===== src/rtl/uart_tx_async.sv =====
// UART transmitter: start bit, 7/8 data bits LSB-first, optional parity, stop bit(s), 16x baud enable.
// Optional macro UART_TX_TWO_STOP_EN adds the stop2_i input for a two-stop-bit frame.
module uart_tx_async #(
  parameter int TX_FIFO = 0
) (
  input  logic       clk,
  input  logic       rst_n,
  input  logic       baud_en_i,
  input  logic       bit8_i,
  input  logic       parity_en_i,
  input  logic       odd_n_even_i,
`ifdef UART_TX_TWO_STOP_EN
  input  logic       stop2_i,
`endif
  input  logic       wen_i,
  input  logic [7:0] data_in_i,
  input  logic       fifo_empty_i,
  output logic       fifo_rd_o,
  output logic       txrdy_o,
  output logic       tx_busy_o,
  output logic       tx_o
);

  // state    | meaning
  // S_IDLE   | line idle, waiting for a full hold register
  // S_START  | driving the start bit
  // S_DATA   | shifting data bits out LSB-first
  // S_PARITY | driving the parity bit
  // S_STOP   | driving the stop bit(s)
  typedef enum logic [2:0] {S_IDLE, S_START, S_DATA, S_PARITY, S_STOP} state_t;

  state_t      state_q, state_d;
  logic [3:0]  smp_q, smp_d;
  logic [2:0]  bit_q, bit_d;
  logic [7:0]  shift_q, shift_d;
  logic [7:0]  hold_q, hold_d;
  logic        hold_full_q, hold_full_d;
  logic        fifo_rd_q, fifo_rd_d;
  logic        tx_q, tx_d;
  logic        bit8_q, bit8_d;
  logic        par_en_q, par_en_d;
  logic        par_q, par_d;

  logic        boundary;
  logic        stop_last;
  logic        transfer;
  logic        hold_load;
  logic [7:0]  par_mask;

  assign boundary = baud_en_i && (smp_q == 4'd15);

`ifdef UART_TX_TWO_STOP_EN
  logic stop2_q;
  logic stop_second_q;

  always_ff @(posedge clk or negedge rst_n) begin
    if (!rst_n) begin
      stop2_q       <= 1'b0;
      stop_second_q <= 1'b0;
    end else if (transfer) begin
      stop2_q       <= stop2_i;
      stop_second_q <= 1'b0;
    end else if (state_q == S_STOP && boundary && !stop_last) begin
      stop_second_q <= 1'b1;
    end
  end

  assign stop_last = !stop2_q || stop_second_q;
`else
  assign stop_last = 1'b1;
`endif

  // A transfer fires from IDLE on any enable, or straight out of the final stop boundary.
  assign transfer = hold_full_q && baud_en_i &&
                    ((state_q == S_IDLE) || (state_q == S_STOP && boundary && stop_last));

  assign hold_load = (TX_FIFO != 0) ? fifo_rd_q : (wen_i && !hold_full_q);
  assign par_mask  = bit8_i ? 8'hFF : 8'h7F;

  always_comb begin
    hold_d      = hold_q;
    hold_full_d = hold_full_q;
    fifo_rd_d   = 1'b0;
    if (transfer) begin
      hold_full_d = 1'b0;
    end else if (hold_load) begin
      hold_d      = data_in_i;
      hold_full_d = 1'b1;
    end
    if (TX_FIFO != 0) begin
      fifo_rd_d = (state_q == S_IDLE) && !fifo_empty_i && !hold_full_q && !fifo_rd_q;
    end
  end

  always_comb begin
    state_d  = state_q;
    smp_d    = smp_q;
    bit_d    = bit_q;
    shift_d  = shift_q;
    tx_d     = tx_q;
    bit8_d   = bit8_q;
    par_en_d = par_en_q;
    par_d    = par_q;

    if (state_q != S_IDLE && baud_en_i) begin
      smp_d = smp_q + 4'd1;
    end

    case (state_q)
      S_IDLE: ;
      S_START: begin
        if (boundary) begin
          state_d = S_DATA;
          tx_d    = shift_q[0];
          shift_d = {1'b0, shift_q[7:1]};
          bit_d   = 3'd0;
        end
      end
      S_DATA: begin
        if (boundary) begin
          if (bit_q == (bit8_q ? 3'd7 : 3'd6)) begin
            if (par_en_q) begin
              state_d = S_PARITY;
              tx_d    = par_q;
            end else begin
              state_d = S_STOP;
              tx_d    = 1'b1;
            end
          end else begin
            bit_d   = bit_q + 3'd1;
            tx_d    = shift_q[0];
            shift_d = {1'b0, shift_q[7:1]};
          end
        end
      end
      S_PARITY: begin
        if (boundary) begin
          state_d = S_STOP;
          tx_d    = 1'b1;
        end
      end
      S_STOP: begin
        if (boundary && stop_last) begin
          state_d = S_IDLE;
          tx_d    = 1'b1;
        end
      end
      default: state_d = S_IDLE;
    endcase

    // Frame configuration and parity are frozen here so mid-frame changes wait for the next frame.
    if (transfer) begin
      state_d  = S_START;
      smp_d    = 4'd0;
      tx_d     = 1'b0;
      shift_d  = hold_q;
      bit8_d   = bit8_i;
      par_en_d = parity_en_i;
      par_d    = (^(hold_q & par_mask)) ^ odd_n_even_i;
    end
  end

  always_ff @(posedge clk or negedge rst_n) begin
    if (!rst_n) begin
      state_q     <= S_IDLE;
      smp_q       <= 4'd0;
      bit_q       <= 3'd0;
      shift_q     <= 8'd0;
      hold_q      <= 8'd0;
      hold_full_q <= 1'b0;
      fifo_rd_q   <= 1'b0;
      tx_q        <= 1'b1;
      bit8_q      <= 1'b0;
      par_en_q    <= 1'b0;
      par_q       <= 1'b0;
    end else begin
      state_q     <= state_d;
      smp_q       <= smp_d;
      bit_q       <= bit_d;
      shift_q     <= shift_d;
      hold_q      <= hold_d;
      hold_full_q <= hold_full_d;
      fifo_rd_q   <= fifo_rd_d;
      tx_q        <= tx_d;
      bit8_q      <= bit8_d;
      par_en_q    <= par_en_d;
      par_q       <= par_d;
    end
  end

  assign fifo_rd_o = fifo_rd_q;
  assign txrdy_o   = (TX_FIFO != 0) ? !fifo_empty_i : !hold_full_q;
  assign tx_busy_o = (state_q != S_IDLE);
  assign tx_o      = tx_q;

endmodule


===== config.mk =====
export PLATFORM = sky130hd
export DESIGN_NAME = uart_tx_async
export DESIGN_NICKNAME = d
export VERILOG_FILES = /design/src/rtl/uart_tx_async.sv
export SDC_FILE = /design/constraint.sdc
export NUM_CORES = 1
export LEC_CHECK = 0
export BUFFER_PORTS_ARGS = -buffer_cell sky130_fd_sc_hd__clkbuf_2
export CAP_MARGIN = 30
export CORE_MARGIN = 10
export CORE_UTILIZATION = 52
export DETAILED_ROUTE_END_ITERATION = 10
export PLACE_DENSITY = 0.85
export SKIP_CTS_REPAIR_TIMING = 1
export SYNTH_ARGS = -nofsm -noshare
export SYNTH_HDL_FRONTEND = slang
export SYNTH_SLANG_ARGS = --single-unit

===== constraint.sdc =====
create_clock -name clk -period 1.7 [get_ports clk]
set_clock_uncertainty 0.15 [all_clocks]
set_input_delay 0.17 -clock clk [delete_from_list [all_inputs] [get_ports clk]]
set_output_delay 0.17 -clock clk [all_outputs]
set_load 0.02 [all_outputs]

### After elaboration in Yosys (flattened, before gate mapping)

Index checks and enable logic that the tools add are counted.

* flip-flop bits (word level): 31
* input port bits: 16

* add/subtract/negate cells: 2
* equality and inequality tests: 17
* multiplexer cells: 29
* bitwise operators: 3
* reduce and logical (&&, ||, !) cells: 22

Operators by type and width (number)
* 2-to-1 mux 8 bit: 5
* 2-to-1 mux 3 bit: 9
* != test 3 bit, second input constant: 6
* case mux 8 bit (2 select lines): 1
* case mux 3 bit (5 select lines): 1
* AND reduction 4 bit: 3
* 2-to-1 mux 1 bit: 9
* bitwise AND 8 bit: 1
* 2-to-1 mux 4 bit: 2
* != test 2 bit, second input constant: 4
* XOR reduction 8 bit: 1
* == test 3 x 2 -> 1 bit, second input constant: 2
* logical AND 1 bit: 6
* case mux 3 bit (2 select lines): 1
* AND reduction 6 bit: 1
* nonzero test 2 bit: 3
* nonzero test 3 bit: 2
* adder 4 x 1 -> 4 bit, second input constant: 1
* == test 4 bit, second input constant: 1
* nonzero test 4 bit: 1
* adder 3 x 1 -> 3 bit, second input constant: 1
* == test 3 x 1 -> 1 bit, second input constant: 1
* == test 3 bit: 1
* == test 3 bit, second input constant: 1
* other kinds (9): 9

### Depth between registers and ports, before layout

Gate-level depths: netlist of the first run.

* depth in word-level cells: 7
* mapped depth: 7
* depth with buffers taken out: 5

### Worst setup path before layout of the first run

Ideal clock, no wire load.

* path kind: flip-flop to flip-flop
* start: reg smp_q[0]
* end: reg bit_q[0]
* arrival: 1.411 ns
* data required time: 1.425 ns
* setup slack: 0.015 ns
* cell stages (with the launch flop): 8
* period minus slack after synthesis: 1.685 ns
* path through: dfrtp_1 ha_1 nand4_2 buf_6 nor2_4 buf_4 o21ai_2 mux2_2

* longest elaborated chain between the ends: 4
* elaborated cells on any way between the ends: 5
* those cells by class: 3 x eq/ne; 2 x reduce/logical

RTL lines
* start, declared: line 33 `logic [3:0] smp_q, smp_d;`
* start signal, assigned: line 178 `smp_q <= smp_d;`
* == test 4 bit *: line 50 `assign boundary = baud_en_i && (smp_q == 4'd15);`
* logical AND 1 bit *: line 50
* != test 2 bit (no line)
* AND reduction 4 bit (no line) *
* end signal, assigned: line 179 `bit_q <= bit_d;`
* end, declared: line 34 `logic [2:0] bit_q, bit_d;`

Mark *: on every way between the ends. The rest lies on a longest branch, timed or not.
A chain may end at the register's enable or synchronous reset.

### Worst setup path after layout of the first run

* start: reg bit8_q
* end: reg state_q[0]

* longest elaborated chain between the ends: 4

RTL lines
* start, declared: line 40 `logic bit8_q, bit8_d;`
* start signal, assigned: line 185 `bit8_q <= bit8_d;`
* 2-to-1 mux 1 bit: line 121 `if (bit_q == (bit8_q ? 3'd7 : 3'd6)) begin`
* == test 3 bit: line 121
* != test 3 bit (no line)
* AND reduction 6 bit (no line)
* end signal, assigned: line 177 `state_q <= state_d;`
* end, declared: line 32 `state_t state_q, state_d;`

Every way passes these cells.

==> results of run 1 <==
## routing by layer
layer | routed length (um) | share of wire | GRT usage | up-vias
li1 | - | - | - | 680
met1 | 1640 | 0.41 | 0.137 | 692
met2 | 2070 | 0.52 | 0.224 | 29
met3 | 194 | 0.049 | 0.0495 | 10
met4 | 79 | 0.020 | 0.0401 | 0
met5 | 0 | 0 | 0 | -
## sequential cells by signal, indices dropped and copies added (netlist names)
register     flops
bit_q            3
tx_o             1
shift_q          8
hold_full_q      1
smp_q            4
par_en_q         1
par_q            1
state_q          3
hold_q           8
bit8_q           1
## cells by family (layout without fill, tap and decap cells)
| group | count (synthesis) | in the layout | share of synthesized area |
|---|---|---|---|
| xor gates and xnor gates | 8 | 8 | 0.0527 |
| other | 1 | 1 | 0.00216 |
| DFF | 31 | 31 | 0.448 |
| buffers and inverters | 15 | 60 | 0.0477 |
| AOI/OAI and AO/OA | 48 | 48 | 0.220 |
| adders and majority gates | 2 | 2 | 0.0144 |
| muxes | 13 | 13 | 0.0823 |
| and+or+nand+nor | 46 | 46 | 0.132 |
## worst max-delay path by stage
stage / depth (start not counted) / endpoint / from
after CTS: 3 / tx_busy_o / state_q[2]
after global routing: 5 / smp_q[0] / smp_q[0]
after detailed placement: 6 / shift_q[5] / smp_q[1]
after floorplan: 7 / bit_q[0] / smp_q[0]
final: 4 / state_q[0] / bit8_q
after global placement: 6 / shift_q[4] / smp_q[0]
## worst reg2reg max path, delay by kind of cell (launching register included)
kind / cells / cell delay (ps)
flops: 1 / 460
xor+xnor: 1 / 180
compound gates: 3 / 770
## report_power, final
part           switching (mW)  leakage [nW]  total [mW]  internal, mW
clock                   0.256        0.0347       0.409         0.154
combinational           0.736         0.579        1.55         0.813
sequential              0.266         0.381        1.29          1.03
## synthesized netlist by cell type, types with 2 or more instances
cell	count	area, um^2
nor2_1	4	15.0
nand2_1	24	90.1
dfrtp_1	30	751
clkbuf_1	2	7.51
o211ai_1	15	113
o22ai_1	2	12.5
a21oi_1	5	25.0
ha_1	2	25.0
a31oi_1	2	12.5
o21ai_1	2	10.0
buf_4	3	22.5
o21ai_0	5	25.0
xnor2_1	5	43.8
mux2_2	10	113
inv_1	3	11.3
a41oi_1	2	17.5
nor2b_1	3	18.8
mux2i_1	3	30.0
nand2b_1	7	43.8
a22o_1	3	26.3
buf_2	6	30.0
## per-stage QoR
stage	setup TNS, ps	hold slack (ps)
after floorplan	0	-276
after global placement	0	50.8
after detailed placement	-181	56.7
after CTS	-392	-316
after global routing	-206	133
final	0	150
## final cells by class
cell class	instances	area (um^2)	area share
multi-input cells	118	928	0.421
flip-flops and latches	31	782	0.355
repair buffers	49	377	0.171
well taps	44	55.1	0.0250
clock buffers	5	37.5	0.0170
clock inverters	3	15.0	0.00681
inverters	3	11.3	0.00510
## placed cells by master (no fill, tap or decap), drive strengths merged, types with 2 or more instances in the layout
cell type / instances
a21oi: 5
a22o: 3
a31oi: 3
a41oi: 2
buf: 20
clkbuf: 22
clkinv: 3
dfrtp: 30
dlygate4sd3: 12
ha: 2
inv: 3
mux2: 10
mux2i: 3
nand2: 24
nand2b: 7
nand4: 2
nor2: 5
nor2b: 3
o211ai: 15
o21ai: 8
o22ai: 2
xnor2: 6
==> metrics.yaml, run 1 <==
layout:
  layout.nets: 226
  layout.cells.non_filler: 253
  fillers: 248
  design_area_um2: 2210
  syn2layout_area_growth_pct: 27.3
  drive_gt1_frac: 0.354
  final_util: 0.705
  diodes: 0
logic_synthesis:
  ys.flop_type: "dfrtp_1"
  syn_inst: 164
  syn_nets: 182
  synth_area_um2: 1730
  ys_ff_latch: 31
  ys_seq_area_frac: 0.448
  synth_edf_count: 0
  async_flop_share: 1.00
  syn_avg_cell_area_um2: 10.6
  synth.distinct_cells: 47
  ys_warn_count: 0
worst_setup_path:
  critical_path_class: "flip-flop to flip-flop"
  r2r_start: "bit8_q"
  crit_arrival_ps: 1730
  r2r_slack_ps: 40
  end_kind: "flip-flop"
  slowest_delay_ps: 460
  crit_family: "compound AO/OA/AOI/OAI gates"
  worstPathRequired_ps: 1770
  path_cells: "xnor2_4 -> a41oi_1 -> o22ai_1 -> o311a_1"
  critPathBufInv: 0
  rr_endpoint: "state_q[0]"
  reg2regPathDepth: 4
  start_kind: "flip-flop"
  cp_max_fo: 5
  cp_slowest_cell: "dfrtp_2"
global_routing:
  grt_max_degree: 32
  grt_pass1_vias: 1403
  antenna_found_initial: 0
  overflow: 0
  track_usage: 0.127
  grt_pass1_wl_um: 6310
min_path:
  hold_path.class: "primary input to flip-flop"
  hold_depth: 4
  hp-start: "baud_en_i"
  whs_endpoint: "smp_q[3]"
floorplan:
  ios: 20
  core-area_um2: 3130
  rows: 20
  fp.dieW_um: 77.7
  dieArea_um2: 6040
  die-height_um: 77.7
  start_util: 0.554
clock_network:
  cts.clk_slew.worst_paths_ps: 100
  clock-sinks: 31
  clk_path_buf_depth: 2
  cts_made_buffers: 5
  cts-root-buf: "clkbuf_4"
  tritoncts: "built"
  worst_skew_pair.late_latency_ps: 330
  htreeDepth: 2
run:
  drv_cap: 0
placed_design:
  pre_cts_slack_ps: -30.6
  dpl_cell_area_um2: 1920
  dpl.hpwl_um: 2730
  place_inst: 227
  place.gp.congestion: 0.838
  numPortBuffers: 17
route:
  routed-via-count: 1411
  drc_errors: 0
  ant_nets: 0
  wl_per_cell_um: 15.8
  firstDrtPassIters: 4
  wirelength_um: 3990
  vias_per_cell: 5.58
  drt_iter0_drc: 53
power_and_ir_drop:
  p_total_mw: 3.25
  p_leak_nw: 0.994
  max-vdd-ir-drop_mv: 1.18
  p_per_area_nw_per_um2: 1470
timing:
  hold_viol: 0
  rsz0062_at_grt: "yes"
  finalWorstSetupSlack_ps: 39.2
  fmax_mhz: 602
  post-route-period-util: 0.977
  finalCriticalPeriod_ps: 1660
  setup_viol: 0
  slew_viol_final: 0
run_status:
  status: "completed"
(Power assumes the default switching activity.)
==> inputs of run 2 (changes only) <==
Settings changed: BUFFER_PORTS_ARGS -buffer_cell sky130_fd_sc_hd__clkbuf_2 to -buffer_cell sky130_fd_sc_hd__buf_2.
==> metrics.yaml, run 2 (same netlist as run 1, synthesis figures left out) <==
clock_network:
  worst_skew_pair.late_latency_ps: 310  # -20 ps
  cts-root-buf: "clkbuf_4"
  cts_made_buffers: 5  # unchanged
  tritoncts: "built"
  htreeDepth: 2  # unchanged
  cts.clk_slew.worst_paths_ps: 100  # about the same
  clock-sinks: 31  # unchanged
  clk_path_buf_depth: 2  # unchanged
power_and_ir_drop:
  max-vdd-ir-drop_mv: 0.991  # -16%
  p_per_area_nw_per_um2: 1520  # +3.1%
  p_leak_nw: 0.993  # about the same
floorplan:
  core-area_um2: 3130  # unchanged
  start_util: 0.554  # unchanged
  fp.dieW_um: 77.7  # unchanged
  rows: 20  # unchanged
  dieArea_um2: 6040  # unchanged
  ios: 20  # unchanged
  die-height_um: 77.7  # unchanged
layout:
  drive_gt1_frac: 0.337  # -0.0175
  layout_commonest_cell: "dfrtp_1"
  diodes: 0  # unchanged
  layout.nets: 225  # -0.44%
  syn2layout_area_growth_pct: 27.5
  fillers: 224  # -9.7%
  layout_common_cells: "dfrtp_1 (27), nand2_1 (24), buf_2 (17)"
  multiInputGateArea_um2: 926  # -0.27%
  regArea_um2: 781  # -0.16%
  final_util: 0.706  # +0.00120
  reg_top3: "hold_q x8, shift_q x8, smp_q x4"
worst_setup_path:
  start_kind: "flip-flop"
  r2r_slack_ps: 50  # about the same
  crit_arrival_ps: 1700  # -30 ps
  cp-endpoint: "smp_q[0]"
  startpoint: "smp_q[0]"
  cp_max_fo: 4  # -1
  reg2regPathDepth: 5  # +1
  end_kind: "flip-flop"
  worstPathRequired_ps: 1750  # -20 ps
  r2r_start: "smp_q[0]"
  critical_path_class: "flip-flop to flip-flop"
  rr_endpoint: "smp_q[0]"
timing:
  setup_viol: 0  # unchanged
  setup_tns_ps: 0  # unchanged
  fmax_mhz: 605  # +0.51%
  worst_pin_slew_ps: 692
  rsz0062_at_grt: "yes"
  slew_viol_final: 0  # unchanged
  hold_viol: 0  # unchanged
  relSlewSlack: 0.538
  post-route-period-util: 0.972  # -0.00495
  finalCriticalPeriod_ps: 1650  # -8.42 ps
placed_design:
  dpl.hpwl_um: 2670  # -2.2%
  place.gp.congestion: 0.841  # +0.37%
  numPortBuffers: 17  # unchanged
global_routing:
  grt_pass1_wl_um: 6230  # -1.2%
  track_usage: 0.123  # -0.00449
  overflow: 0  # unchanged
  grt_max_degree: 32  # unchanged
  antenna_found_initial: 0  # unchanged
  grt_pass1_vias: 1345  # -4.1%
route:
  drt_iter0_drc: 114  # +120%
  firstDrtPassIters: 4  # unchanged
  vias_per_cell: 5.67  # +1.6%
  wl_per_cell_um: 15.4  # -1.9%
  wirelength_um: 3890  # -2.3%
  ant_nets: 0  # unchanged
  drc_errors: 0  # unchanged
  routed-via-count: 1428  # +1.2%
run:
  drv_cap: 0  # unchanged
min_path:
  hold_path.class: "primary input to flip-flop"
run_status:
  status: "completed"
[run 2: worst min path at each step]
stage              start          to  slack [ps]  depth (start not counted)
2_1_floorplan      rst_n      bit8_q        -280                          0
3_3_place_gp       rst_n  state_q[2]          90                          1
3_5_place_dp       rst_n  state_q[2]          90                          1
4_1_cts            rst_n    par_en_q        -260                          1
5_1_grt        baud_en_i    smp_q[0]         200                          4
6_report       baud_en_i    smp_q[2]         210                          4
[run 2: cell type report]
cell class / instances / area share
Tap cell: 44 / 0.0249
Inverter: 3 / 0.00510
Multi-Input combinational cell: 118 / 0.419
Timing Repair Buffer: 48 / 0.166
Sequential cell: 31 / 0.353
Clock buffer: 8 / 0.0311
[run 2: per-stage QoR]
stage / hold slack [ps] / total power, mW / cells / worst slack (ps) / instance area [um^2]
after floorplan: -276 / 2.29 / 164 / 14.7 / 1730
after global placement: 87.7 / 2.58 / 226 / 30.5 / 1910
after detailed placement: 94.8 / 2.68 / 226 / -36.4 / 1910
after CTS: -256 / 3.17 / 234 / -47.9 / 1980
after global routing: 199 / 3.58 / 252 / -35.7 / 2210
final: 206 / 3.36 / 252 / 47.6 / 2210
[run 2: per-layer routing]
layer / wire (um) / GRT usage
met4: 37 / 0.0347
met1: 1660 / 0.147
met5: 0 / 0
met2: 1960 / 0.206
met3: 231 / 0.0403
[run 2: power breakdown]
part	total, mW	switching [mW]	internal (mW)
combinational	1.59	0.744	0.847
clock	0.485	0.241	0.243
sequential	1.28	0.259	1.03
total	3.36	1.24	2.12
[run 2: critical path, cell delays in order (launching register included)]
cell and delay, ps:
dfrtp_1 400, ha_4 160, nand4_4 130, a211oi_4 340, nor2_2 100, mux2_2 260
==> inputs of run 3 (changes only) <==
==> constraint.sdc (replaced) <==
create_clock -name clk -period 1.7 [get_ports clk]
set_clock_uncertainty 0.15 [all_clocks]
set_input_delay 0 -clock clk [delete_from_list [all_inputs] [get_ports clk]]
set_output_delay 0 -clock clk [all_outputs]
set_load 0.02 [all_outputs]
==> metrics.yaml, run 3 (same netlist as run 1, synthesis figures left out) <==
route:
  ant_nets: 0  # unchanged
  drc_errors: 0  # unchanged
  wl_per_cell_um: 14.7  # -4.5%
  routed-via-count: 1391  # -2.6%
  drt_iter0_drc: 85  # -25%
  drt-met1-wl_um: 1590  # -4.0%
  dr_wl_met2_um: 1890  # -3.7%
  wirelength_um: 3700  # -4.9%
  firstDrtPassIters: 4  # unchanged
  wl_met3_um: 158  # -32%
  vias_per_cell: 5.54  # -2.2%
  top_layer: "met4"
worst_setup_path:
  cp_max_fo: 5  # +1
  end_kind: "flip-flop"
  r2r_start: "smp_q[1]"
  critical_path_class: "flip-flop to flip-flop"
  start_kind: "flip-flop"
  crit_arrival_ps: 1710  # about the same
  worstPathRequired_ps: 1760  # about the same
  startpoint: "smp_q[1]"
floorplan:
  die-height_um: 77.7  # unchanged
  ios: 20  # unchanged
  rows: 20  # unchanged
  core-area_um2: 3130  # unchanged
  dieArea_um2: 6040  # unchanged
  start_util: 0.554  # unchanged
  fp.dieW_um: 77.7  # unchanged
clock_network:
  cts-root-buf: "clkbuf_4"
  htreeDepth: 2  # unchanged
  worst_skew_pair.late_latency_ps: 320  # about the same
  clk_path_buf_depth: 2  # unchanged
  cts.clk_slew.worst_paths_ps: 90  # about the same
  tritoncts: "built"
  cts_made_buffers: 5  # unchanged
  clock-sinks: 31  # unchanged
min_path:
  hold_path.class: "primary input to asynchronous set/reset pin"
global_routing:
  grt_max_degree: 32  # unchanged
  grt_pass1_vias: 1295  # -3.7%
  track_usage: 0.112  # -0.0109
  antenna_found_initial: 0  # unchanged
  grt_pass1_wl_um: 5730  # -8.1%
  overflow: 0  # unchanged
layout:
  layout.nets: 225  # unchanged
  layout_commonest_cell: "dfrtp_1"
  fillers: 235  # +4.9%
  layout_common_cells: "dfrtp_1 (30), nand2_1 (20), buf_2 (17)"
  syn2layout_area_growth_pct: 27.5  # unchanged
  reg_top3: "hold_q x8, shift_q x8, smp_q x4"
  diodes: 0  # unchanged
  drive_gt1_frac: 0.333  # -0.00321
  layout.cells.non_filler: 251  # -0.40%
power_and_ir_drop:
  max-vdd-ir-drop_mv: 1.28  # +29%
  p_leak_nw: 0.998  # +0.50%
  p_per_area_nw_per_um2: 1500  # -1.7%
  p_total_mw: 3.30  # -1.7%
placed_design:
  place_inst: 227  # +0.44%
  dpl.hpwl_um: 2540  # -5.0%
  pre_cts_slack_ps: -21.9  # +14.6 ps
  numPortBuffers: 17  # unchanged
  place.gp.congestion: 0.851  # +1.1%
timing:
  worst_pin_slew_ps: 677  # -14.9 ps
  relSlewSlack: 0.548  # +0.00991
  slew_viol_final: 0  # unchanged
  setup_viol: 0  # unchanged
  holdWs_ps: 93.7  # -112 ps
  fmax_mhz: 607  # +0.30%
  hold_viol: 0  # unchanged
  finalWorstSetupSlack_ps: 52.6  # +4.98 ps
  setup_tns_ps: 0  # unchanged
  finalCriticalPeriod_ps: 1650  # -4.98 ps
  post-route-period-util: 0.969  # -0.00293
run_status:
  status: "completed"
run:
  drv_cap: 0  # unchanged
run 3: worst paths after layout:
check                              to  cells after the start  slack (ps)
hold reg to reg                 par_q                      2         370
setup reg to reg             smp_q[0]                      6          50
min in group clk                par_q                      5         270
max in group asynchronous    smp_q[1]                      2         870
setup / recovery             smp_q[0]                      6          50
hold / removal             state_q[2]                      2          90
run 3: cell type report:
cell class	count	area, um^2	area share
multi-input combinational	118	928	0.420
timing repair buffer	48	382	0.173
clock buffer	6	51.3	0.0232
inverter	3	11.3	0.00510
tap	44	55.1	0.0249
sequential	31	777	0.352
clock inverter	1	5.00	0.00227
run 3: power breakdown:
| group | internal (mW) | switching, mW | total (mW) |
|---|---|---|---|
| clock | 0.191 | 0.236 | 0.427 |
| combinational | 0.855 | 0.735 | 1.59 |
| sequential | 1.02 | 0.263 | 1.29 |
| total | 2.07 | 1.23 | 3.30 |
run 3: worst max-delay path: stages, from the launching register on:
cell	delay, ps
dfrtp_1	410
ha_4	170
nand4_4	100
a211oi_4	230
buf_6	160
nor2_2	50
mux2_2	270
run 3: metrics by stage:
stage	utilization	instance area (um^2)
5_1_grt	0.706	2210
4_1_cts	0.632	1980
6_report	0.706	2210
3_5_place_dp	0.614	1920
3_3_place_gp	0.614	1920
2_1_floorplan	-	1730
run 3: layer usage:
metal	up-vias	track usage
li1	673	-
met1	678	0.140
met2	33	0.180
met3	7	0.0323
met4	0	0.0383
met5	-	0
